<file path="config.mk">
export PLATFORM = sky130hd
export DESIGN_NAME = mem_access_ctrl_flat
export DESIGN_NICKNAME = d
export VERILOG_FILES = /design/src/rtl/mem_ctrl_pkg.sv /design/src/rtl/mem_access_ctrl_if.sv /design/src/rtl/mem_timeout_counter.sv /design/src/rtl/mem_access_ctrl.sv /design/src/flat_wrapper.sv
export SDC_FILE = /design/constraint.sdc
export NUM_CORES = 1
export LEC_CHECK = 0
export CORE_UTILIZATION = 40
export DETAILED_ROUTE_END_ITERATION = 16
export PLACE_DENSITY_LB_ADDON = 0.25
export SETUP_SLACK_MARGIN = 0.5
export SLEW_MARGIN = 20
export SYNTH_ARGS = -nofsm -noshare
export SYNTH_HDL_FRONTEND = slang
export SYNTH_SLANG_ARGS = --single-unit
export TNS_END_PERCENT = 10
</file>
<file path="constraint.sdc">
create_clock -name CLOCK -period 2.5 [get_ports CLOCK]
set_clock_uncertainty 0.1 [all_clocks]
set_input_delay 0.625 -clock CLOCK [delete_from_list [all_inputs] [get_ports CLOCK]]
set_output_delay 0.625 -clock CLOCK [all_outputs]
set_load 0.005 [all_outputs]
</file>
<file path="src/rtl/mem_ctrl_pkg.sv">
// rtl/mem_ctrl_pkg.sv - shared types and constants for the memory-stage access controller
//
// Contents:
//   memState_t              FSM state encoding (IDLE, BUSY, DONE)
//   DEFAULT_TIMEOUT_CYCLES  default access timeout in BUSY cycles
//   DEFAULT_TCNT_W          default timeout counter width
//   MEM_CTRL_W              width of the access size/sign code
package mem_ctrl_pkg;

    localparam int MEM_CTRL_W             = 6;
    localparam int DEFAULT_TIMEOUT_CYCLES = 255;
    localparam int DEFAULT_TCNT_W         = 16;

    typedef enum logic [1:0] {
        IDLE = 2'd0,
        BUSY = 2'd1,
        DONE = 2'd2
    } memState_t;

endpackage

</file>
<file path="src/rtl/mem_access_ctrl_if.sv">
// rtl/mem_access_ctrl_if.sv - req/ack bus between the access controller and the data memory
//
// Signals:
//   MemReq_OUT      controller -> memory  request, held high for the whole access
//   MemWe_OUT       controller -> memory  1 = write, 0 = read
//   MemControl_OUT  controller -> memory  access size/sign code
//   MemAddr_OUT     controller -> memory  access address
//   MemWData_OUT    controller -> memory  store data
//   MemAck_IN       memory -> controller  completion strobe, read data valid same cycle
//   MemRData_IN     memory -> controller  read data
// Modports: master (controller side), slave (memory side).
interface mem_access_ctrl_if;
    import mem_ctrl_pkg::*;

    logic                  MemReq_OUT;
    logic                  MemWe_OUT;
    logic [MEM_CTRL_W-1:0] MemControl_OUT;
    logic [31:0]           MemAddr_OUT;
    logic [31:0]           MemWData_OUT;
    logic                  MemAck_IN;
    logic [31:0]           MemRData_IN;

    modport master (
        output MemReq_OUT,
        output MemWe_OUT,
        output MemControl_OUT,
        output MemAddr_OUT,
        output MemWData_OUT,
        input  MemAck_IN,
        input  MemRData_IN
    );

    modport slave (
        input  MemReq_OUT,
        input  MemWe_OUT,
        input  MemControl_OUT,
        input  MemAddr_OUT,
        input  MemWData_OUT,
        output MemAck_IN,
        output MemRData_IN
    );

endinterface

</file>
<file path="src/rtl/mem_timeout_counter.sv">
// rtl/mem_timeout_counter.sv - counts un-acked BUSY cycles and flags the last allowed one
//
// Ports:
//   CLOCK    in   system clock
//   RESET    in   synchronous active-high reset
//   Clear    in   zero the count (takes priority over Enable)
//   Enable   in   advance the count by one
//   Expired  out  count has reached TIMEOUT_CYCLES-1
module mem_timeout_counter #(
    parameter int TIMEOUT_CYCLES = 255,
    parameter int TCNT_W         = 16
) (
    input  logic CLOCK,
    input  logic RESET,
    input  logic Clear,
    input  logic Enable,
    output logic Expired
);

    localparam logic [TCNT_W-1:0] LAST_COUNT = TCNT_W'(TIMEOUT_CYCLES - 1);

    logic [TCNT_W-1:0] count;

    // Holding at LAST_COUNT keeps the counter from wrapping if Clear is late.
    always_ff @(posedge CLOCK) begin
        if (RESET || Clear) begin
            count <= '0;
        end else if (Enable && !Expired) begin
            count <= count + TCNT_W'(1);
        end
    end

    assign Expired = (count == LAST_COUNT);

endmodule

</file>
<file path="src/rtl/mem_access_ctrl.sv">
// rtl/mem_access_ctrl.sv - memory-stage load/store sequencer with pipeline stall and timeout
//
// Optional build macro: MEM_ACCESS_PERF_EN adds AccessCount_OUT and StallCycles_OUT.
//
// Ports:
//   CLOCK, RESET                 clock, synchronous active-high reset
//   MemRead_IN, MemWrite_IN      load / store pending in EXE/MEM (both high = write)
//   MemControl_IN                access size/sign code from EXE/MEM
//   Address_IN, WriteData_IN     ALU result and store data from EXE/MEM
//   memBus                       req/ack bus to the data memory (master side)
//   ReadData_OUT                 captured load data, to MEM/WB
//   STALL_OUT                    stall to IF/ID, ID/EXE and EXE/MEM
//   FLUSH_OUT                    bubble into MEM/WB
//   Timeout_OUT                  one-cycle pulse when an access is abandoned
//   AccessCount_OUT              (perf build) number of accesses started
//   StallCycles_OUT              (perf build) number of cycles with STALL_OUT high
module mem_access_ctrl
    import mem_ctrl_pkg::*;
#(
    parameter int TIMEOUT_CYCLES = DEFAULT_TIMEOUT_CYCLES,
    parameter int TCNT_W         = DEFAULT_TCNT_W
) (
    input  logic                  CLOCK,
    input  logic                  RESET,
    input  logic                  MemRead_IN,
    input  logic                  MemWrite_IN,
    input  logic [MEM_CTRL_W-1:0] MemControl_IN,
    input  logic [31:0]           Address_IN,
    input  logic [31:0]           WriteData_IN,
    mem_access_ctrl_if.master     memBus,
    output logic [31:0]           ReadData_OUT,
    output logic                  STALL_OUT,
    output logic                  FLUSH_OUT,
    output logic                  Timeout_OUT
`ifdef MEM_ACCESS_PERF_EN
    ,
    output logic [31:0]           AccessCount_OUT,
    output logic [31:0]           StallCycles_OUT
`endif
);

    memState_t             state;
    memState_t             stateNext;

    logic                  memAccess;
    logic                  latchReq;
    logic                  captureRead;
    logic                  timeoutHit;
    logic                  expired;

    logic                  weReg;
    logic [MEM_CTRL_W-1:0] ctrlReg;
    logic [31:0]           addrReg;
    logic [31:0]           wdataReg;
    logic [31:0]           readDataReg;
    logic                  timeoutReg;

    assign memAccess = MemRead_IN | MemWrite_IN;

    mem_timeout_counter #(
        .TIMEOUT_CYCLES (TIMEOUT_CYCLES),
        .TCNT_W         (TCNT_W)
    ) timeoutCounter (
        .CLOCK   (CLOCK),
        .RESET   (RESET),
        .Clear   (state != BUSY),
        .Enable  ((state == BUSY) && !memBus.MemAck_IN),
        .Expired (expired)
    );

    always_ff @(posedge CLOCK) begin
        if (RESET) begin
            state <= IDLE;
        end else begin
            state <= stateNext;
        end
    end

    // An ack wins over expiry when both land in the same cycle.
    always_comb begin
        stateNext   = state;
        latchReq    = 1'b0;
        captureRead = 1'b0;
        timeoutHit  = 1'b0;
        case (state)
            IDLE: begin
                if (memAccess) begin
                    latchReq  = 1'b1;
                    stateNext = BUSY;
                end
            end
            BUSY: begin
                if (memBus.MemAck_IN) begin
                    captureRead = !weReg;
                    stateNext   = DONE;
                end else if (expired) begin
                    timeoutHit = 1'b1;
                    stateNext  = DONE;
                end
            end
            DONE: begin
                // EXE/MEM advances at the end of this cycle, so never reissue.
                stateNext = IDLE;
            end
            default: begin
                stateNext = IDLE;
            end
        endcase
    end

    always_ff @(posedge CLOCK) begin
        if (RESET) begin
            weReg       <= 1'b0;
            ctrlReg     <= '0;
            addrReg     <= '0;
            wdataReg    <= '0;
            readDataReg <= '0;
            timeoutReg  <= 1'b0;
        end else begin
            timeoutReg <= timeoutHit;
            if (latchReq) begin
                weReg    <= MemWrite_IN;
                ctrlReg  <= MemControl_IN;
                addrReg  <= Address_IN;
                wdataReg <= WriteData_IN;
            end
            if (captureRead) begin
                readDataReg <= memBus.MemRData_IN;
            end else if (timeoutHit) begin
                readDataReg <= '0;
            end
        end
    end

    assign memBus.MemReq_OUT     = (state == BUSY);
    assign memBus.MemWe_OUT      = weReg;
    assign memBus.MemControl_OUT = ctrlReg;
    assign memBus.MemAddr_OUT    = addrReg;
    assign memBus.MemWData_OUT   = wdataReg;

    assign ReadData_OUT = readDataReg;
    assign Timeout_OUT  = timeoutReg;
    assign STALL_OUT    = ((state == IDLE) && memAccess) || (state == BUSY);
    assign FLUSH_OUT    = STALL_OUT;

`ifdef MEM_ACCESS_PERF_EN
    logic [31:0] accessCount;
    logic [31:0] stallCycles;

    always_ff @(posedge CLOCK) begin
        if (RESET) begin
            accessCount <= '0;
            stallCycles <= '0;
        end else begin
            if (latchReq) begin
                accessCount <= accessCount + 32'd1;
            end
            if (STALL_OUT) begin
                stallCycles <= stallCycles + 32'd1;
            end
        end
    end

    assign AccessCount_OUT = accessCount;
    assign StallCycles_OUT = stallCycles;
`endif

endmodule

</file>
<file path="src/flat_wrapper.sv">
// flat-port wrapper written by rule: the top's interface ports become plain ports
module mem_access_ctrl_flat import mem_ctrl_pkg::*;
#(
    parameter int TIMEOUT_CYCLES = DEFAULT_TIMEOUT_CYCLES,
    parameter int TCNT_W         = DEFAULT_TCNT_W
)
  (CLOCK, RESET, MemRead_IN, MemWrite_IN, MemControl_IN, Address_IN, WriteData_IN, ReadData_OUT, STALL_OUT, FLUSH_OUT, Timeout_OUT, memBus_MemReq_OUT, memBus_MemWe_OUT, memBus_MemControl_OUT, memBus_MemAddr_OUT, memBus_MemWData_OUT, memBus_MemAck_IN, memBus_MemRData_IN);
  mem_access_ctrl_if memBus_i ();
  input  logic CLOCK;
  input  logic RESET;
  input  logic MemRead_IN;
  input  logic MemWrite_IN;
  input  logic [MEM_CTRL_W-1:0] MemControl_IN;
  input  logic [31:0] Address_IN;
  input  logic [31:0] WriteData_IN;
  output logic [31:0] ReadData_OUT;
  output logic STALL_OUT;
  output logic FLUSH_OUT;
  output logic Timeout_OUT;
  output wire logic [$bits(memBus_i.MemReq_OUT)-1:0] memBus_MemReq_OUT;
  output wire logic [$bits(memBus_i.MemWe_OUT)-1:0] memBus_MemWe_OUT;
  output wire logic [$bits(memBus_i.MemControl_OUT)-1:0] memBus_MemControl_OUT;
  output wire logic [$bits(memBus_i.MemAddr_OUT)-1:0] memBus_MemAddr_OUT;
  output wire logic [$bits(memBus_i.MemWData_OUT)-1:0] memBus_MemWData_OUT;
  input wire logic [$bits(memBus_i.MemAck_IN)-1:0] memBus_MemAck_IN;
  input wire logic [$bits(memBus_i.MemRData_IN)-1:0] memBus_MemRData_IN;
  assign memBus_MemReq_OUT = memBus_i.MemReq_OUT;
  assign memBus_MemWe_OUT = memBus_i.MemWe_OUT;
  assign memBus_MemControl_OUT = memBus_i.MemControl_OUT;
  assign memBus_MemAddr_OUT = memBus_i.MemAddr_OUT;
  assign memBus_MemWData_OUT = memBus_i.MemWData_OUT;
  assign memBus_i.MemAck_IN = memBus_MemAck_IN;
  assign memBus_i.MemRData_IN = memBus_MemRData_IN;
  mem_access_ctrl #(.TIMEOUT_CYCLES(TIMEOUT_CYCLES), .TCNT_W(TCNT_W)) u_core (.CLOCK(CLOCK), .RESET(RESET), .MemRead_IN(MemRead_IN), .MemWrite_IN(MemWrite_IN), .MemControl_IN(MemControl_IN), .Address_IN(Address_IN), .WriteData_IN(WriteData_IN), .memBus(memBus_i), .ReadData_OUT(ReadData_OUT), .STALL_OUT(STALL_OUT), .FLUSH_OUT(FLUSH_OUT), .Timeout_OUT(Timeout_OUT));
endmodule
</file>
== Word-level counts from Yosys, hierarchy flattened ==
Index checks and enable logic that the tools add are counted.
Storage, ports and cells
  register bits after elaboration: 122
  latch bits: 0
  bits in writable memories: 0
  memory bits (read-only): 0
  input port bits: 107
  output and inout bits: 107
  logic and storage cells: 39
  memories kept: 0
Cells by class
  add/subtract/negate cells: 1
  $mul: 0
  div/mod/pow operators: 0
  order comparisons: 0
  equality and inequality tests: 5
  shifts and indexed selects: 0
  muxes and demuxes: 13
  bitwise logic cells: 1
  reductions and logical operators: 11
Operators by type and width (number)
  $mux W32: 2
  $add A16 B1 Y16 const B: 1
  $eq A16 B8 Y1 const B: 1
  $mux W1: 7
  $mux W2: 3
  $ne A2 B1 Y1 const B: 2
  $pmux W2 S2: 1
  $logic_and A1 B1 Y1: 3
  $logic_not A1 Y1: 3
  $ne A3 B1 Y1 const B: 1
  $eq A2 B1 Y1 const B: 1
  $logic_not A2 Y1: 1
  $logic_or A1 B1 Y1: 2
  $reduce_and A2 Y1: 1
  $reduce_bool A2 Y1: 1
  $or A1 B1 Y1: 1

== Logic depth before layout (Yosys ltp) ==
  depth after elaboration: 6
  depth in mapped cells: 7
  mapped depth without buffers: 6

== Cells and area by module ==
A second synthesis with hierarchy kept.
Second synthesis, totals
  cell total of the unflattened synthesis: 518
  area, all modules: 4710.8 µm²
Modules (own cells, without submodules)
  mem_access_ctrl: times used 1, cells an instance 420, area an instance 3872.5 µm², sequential area each 2122.0 µm²
  mem_timeout_counter: times used 1, cells an instance 98, area an instance 838.3 µm², sequential area each 320.3 µm²

== Worst setup path after synthesis ==
OpenSTA, ideal clock, no wires.
  kind: in2reg
  start: input port memBus_MemAck_IN
  end: register u_core.timeoutCounter.count[15]
  setup time: 70 ps
  data arrival time: 2008 ps
  data required time: 2330 ps
  slack: 322 ps
  cell stages on the path: 4
  path buffers: 0
  cells stage by stage: or3b_1 > or4_4 > or3_1 > a21oi_1
Between the ends
  word-level cells in the longest chain between the ends: 3
Ends and longest elaborated chain
  start, declared: line flat_wrapper.sv:25  | input wire logic [$bits(memBus_i.MemAck_IN)-1:0] memBus_MemAck_IN;
  $logic_not A1 Y1: line mem_access_ctrl.sv:67  | .Enable ((state == BUSY) && !memBus.MemAck_IN),
  $logic_and A1 B1 Y1: line mem_access_ctrl.sv:67
  $logic_and A1 B1 Y1: line mem_timeout_counter.sv:28  | end else if (Enable && !Expired) begin
  end signal, assigned: line mem_timeout_counter.sv:29  | count <= count + TCNT_W'(1);
  end, declared: line mem_timeout_counter.sv:22  | logic [TCNT_W-1:0] count;
No other way between the ends.
A chain may end at the register's enable or synchronous reset.

== Worst setup path in the final report ==
  start: register u_core.addrReg[14] (netlist: u_core.memBus.MemAddr_OUT[14])
  end: output port memBus_MemAddr_OUT[14]
RTL lines
  start, declared: line mem_access_ctrl.sv:53  | logic [31:0] addrReg;
  start signal, assigned: line mem_access_ctrl.sv:124  | addrReg <= Address_IN;
  end, declared: line flat_wrapper.sv:23  | output wire logic [$bits(memBus_i.MemAddr_OUT)-1:0] memBus_MemAddr_OUT;
No word-level cell between the ends.

==> results.md <==
- Gr usage total: 22.6%
- # clock sinks: 122
- Hold Path Class: primary input to flop
- Register Area: 0.00245 sq mm
- Post-layout util: 70.3%
- Req. time, crit path: 1.77 ns
- Final setup violation count: 0
- Post-Syn Area: 0.00433 sq mm
- Worst-case clock buffer depth: 2
- Clock share of power: 44.3%
- Largest net degree at the start of global routing: between 70 and 80
- Slowest cell on the critical path: clkdlybuf4s50_1
- Fin area: 0.00732 sq mm
- CP peak stage delay: 0.54 ns
- Total power: around 5.3 mW
- Post-synthesis cell type count: 38
- Clock Pin Slew Worst Setup and Hold Paths: 0.06 ns
- Core area: 0.0104 sq mm
- Comb pwr share: ~15%
- Post-Syn Instances: 496
- Critical path class: flop to output port
- Number of buffers inserted by port buffering: 213
- Later-pin clock latency in the skew report: 0.51 ns
- Syn Area/Cell: around 8.7 sq um
- RSZ-0062 raised after global routing: true
- Via Count: 4371
- Sequential power share: around two fifths
- PwrDens: 724 mW/mm^2
- H-tree Lvls: 4
- ANT nets after route: 0
- Maxcap violations: 0
- CP endpoint kind: output port
- Flops & latches, synth: 122
- Starting density of the core: 41.5%
- First DRT Iteration DRCs: 205
- Drt first pass iters: 6
- WL/cell: 14.8 microns
- Post-place setup slack: -0.123 ns
- Seq/Total Area, Yosys: 56.4%
- Via-per-instance ratio: 5.07
- Site Rows: 37
- Die X: 106 microns
- Area of the multi-input gates: 0.00180 sq mm
- Critical path's top delay family: buffers and inverters
- Final worst slack: around 0.40 ns
- Final Max Tran Viols: 0
- I/O pin count: 214
- Number of remaining DRC errors: 0
- Synth warn: 0
- Post-layout min period: 2.10 ns
- Hold Slack: 0.293 ns
- Sw Ratio: 23.2%
- Detail Placement HPWL: between 8 and 9 mm
- Cells along the critical path: clkdlybuf4s50_1
- ANT cells: 0
- Root Driver: clkbuf_8
- Pint: 4.07 mW
- Total CTS buffers: 17
- Slew Limit Headroom: between 60% and 70%
- Endpoints failing hold: 0
- Die height: 106 microns
- CP startpoint kind: flop
- Fmax: 476 MHz
- Die area: ~0.011 sq mm
- CTS tree: yes
- Max rail drop VDD: around 420 uV
- Outcome: completed
- Initial antenna violation count: 0
- Number of fillers in the final layout: 813
- CP bufs+invs: 1
- Post-CTS Hold Buffers: 0
- Area after DPL: about 0.0067 sq mm
- Arr. time, crit path: about 1.4 ns
- Vias in the first global route: 4207
- Maximum fanout along the worst path: 2
- Syn Nets: between 600 and 700
- Final GP Congestion: 0.790
- Overflow after GRT: 0
- Leakage power: approximately 3.0 nW
- Area grow syn2layout: 69.2%
- Post-route clock period utilization: 84.0%
- P_sw: about 1.2 mW
- Nets: 823
- Worst Tran Pin Value: 0.459 ns
- Layout cells sized above 1: 8.40%
- Total wire length: between 10 and 15 mm
- First-pass GRT wire length: ~20 mm
-- synthesized netlist by cell type --
cell type | number | area, sq um
a2111oi_0 | 1 | 8.76
a211oi_1 | 1 | 7.51
a21oi_1 | 81 | 405
a221oi_1 | 1 | 8.76
a22o_1 | 32 | 280
a22oi_1 | 1 | 7.51
a31oi_1 | 2 | 12.5
and2_1 | 1 | 6.26
and3_1 | 1 | 6.26
and4_1 | 1 | 8.76
buf_2 | 4 | 20.0
buf_4 | 1 | 7.51
clkbuf_1 | 27 | 101
dfxtp_1 | 122 | 2440
ha_1 | 2 | 25.0
inv_1 | 3 | 11.3
nand2_1 | 149 | 559
nand2b_1 | 2 | 12.5
nand3_1 | 8 | 40.0
nand4_1 | 2 | 12.5
nand4b_1 | 4 | 35.0
nor2_1 | 12 | 45.0
nor2b_1 | 2 | 12.5
nor3_1 | 3 | 15.0
nor3_2 | 1 | 10.0
nor3b_1 | 1 | 7.51
nor4_1 | 1 | 6.26
nor4_2 | 1 | 12.5
o211ai_1 | 1 | 7.51
o21ai_0 | 9 | 45.0
o21ai_1 | 1 | 5.00
o311ai_0 | 2 | 17.5
o41ai_1 | 1 | 8.76
or3_1 | 7 | 43.8
or3b_1 | 1 | 8.76
or4_1 | 3 | 22.5
or4_4 | 2 | 22.5
xnor2_1 | 2 | 17.5
-- state kept, by name, summed over array words and instances, names as in the netlist --
register / flops
u_core.ReadData_OUT: 32
u_core.memBus.MemWe_OUT: 1
u_core.memBus.MemAddr_OUT: 32
u_core.memBus.MemWData_OUT: 32
u_core.state: 2
u_core.Timeout_OUT: 1
u_core.timeoutCounter.count: 16
u_core.memBus.MemControl_OUT: 6
-- layout make-up --
cell class / count / area share, %
clock inverter: 9 / 1.68
multi-input combinational: 339 / 24.6
timing repair buffer: 231 / 31.7
inverter: 3 / 0.154
tap: 136 / 2.32
sequential: 122 / 33.4
clock buffer: 22 / 6.05
-- repair_timing --
item                       CTS  global route
setup buffers                1             0
resized for setup           29            13
setup endpoints to repair  149           139
pin swaps                    2             0
-- final timing paths --
path | start | end | slack, ns | cells past startpoint
worst max-delay path | u_core.memBus.MemAddr_OUT[14]$_SDFFE_PP0P_ | memBus_MemAddr_OUT[14] | 0.40 | 1
worst min-delay path | RESET | u_core.Timeout_OUT$_SDFF_PP0_ | 0.29 | 2
worst max register to register | u_core.timeoutCounter.count[11]$_SDFFE_PP0P_ | u_core.ReadData_OUT[8]$_SDFFE_PP0P_ | 0.49 | 5
worst min register to register | u_core.memBus.MemControl_OUT[0]$_SDFFE_PP0P_ | u_core.memBus.MemControl_OUT[0]$_SDFFE_PP0P_ | 0.35 | 2
-- power by group through the flow --
stage	Sequential, mW	Clock [mW]	Combinational, mW
finish	2.15	2.35	0.808
floorplan	2.19	0	0.280
global placement	2.18	0	0.813
global route	2.16	2.49	0.874
detailed placement	2.18	0	0.826
CTS	2.15	2.39	0.822
-- per-layer routing --
layer | share of wire, % | global-route usage, %
met5 | 0 | 0
met4 | 2.4 | 10.0
met3 | 9.2 | 10.5
met2 | 49 | 38.3
met1 | 40 | 24.1
-- cell usage in the layout, fill, tap and decap left out, types with 3 or more instances in the layout --
| cell type | instances |
|---|---|
| bufinv_16 | 3 |
| buf_4 | 14 |
| nand4b_1 | 4 |
| clkbuf_16 | 16 |
| nand2_1 | 149 |
| a21oi_1 | 81 |
| clkbuf_1 | 4 |
| dlygate4sd2_1 | 11 |
| clkinv_2 | 5 |
| dlymetal6s2s_1 | 13 |
| nor2_1 | 12 |
| buf_2 | 3 |
| nand3_1 | 8 |
| a22o_1 | 32 |
| dfxtp_1 | 120 |
| or4_4 | 4 |
| clkdlybuf4s50_1 | 185 |
| o21ai_0 | 9 |
| or3_1 | 7 |
| buf_12 | 4 |
| inv_1 | 3 |
-- through the flow --
stage	cells	TNS, ns
CTS	862	0
global placement	830	-0.203
global route	862	0
finish	862	0
floorplan	496	0
detailed placement	830	-0.489
-- kinds of logic (layout without fill, tap and decap cells) --
family                   after synthesis  in the layout  share of synthesized area [%]
AND/OR/NAND/NOR                      202            202                           20.5
AO/OA/AOI/OAI                        133            133                           18.8
flip-flops                           122            122                           56.4
buffers and inverters                 35            265                           3.24
adder cells (fa/ha/maj)                2              2                          0.578
XOR/XNOR                               2              2                          0.405
(Power assumes the default switching activity.)
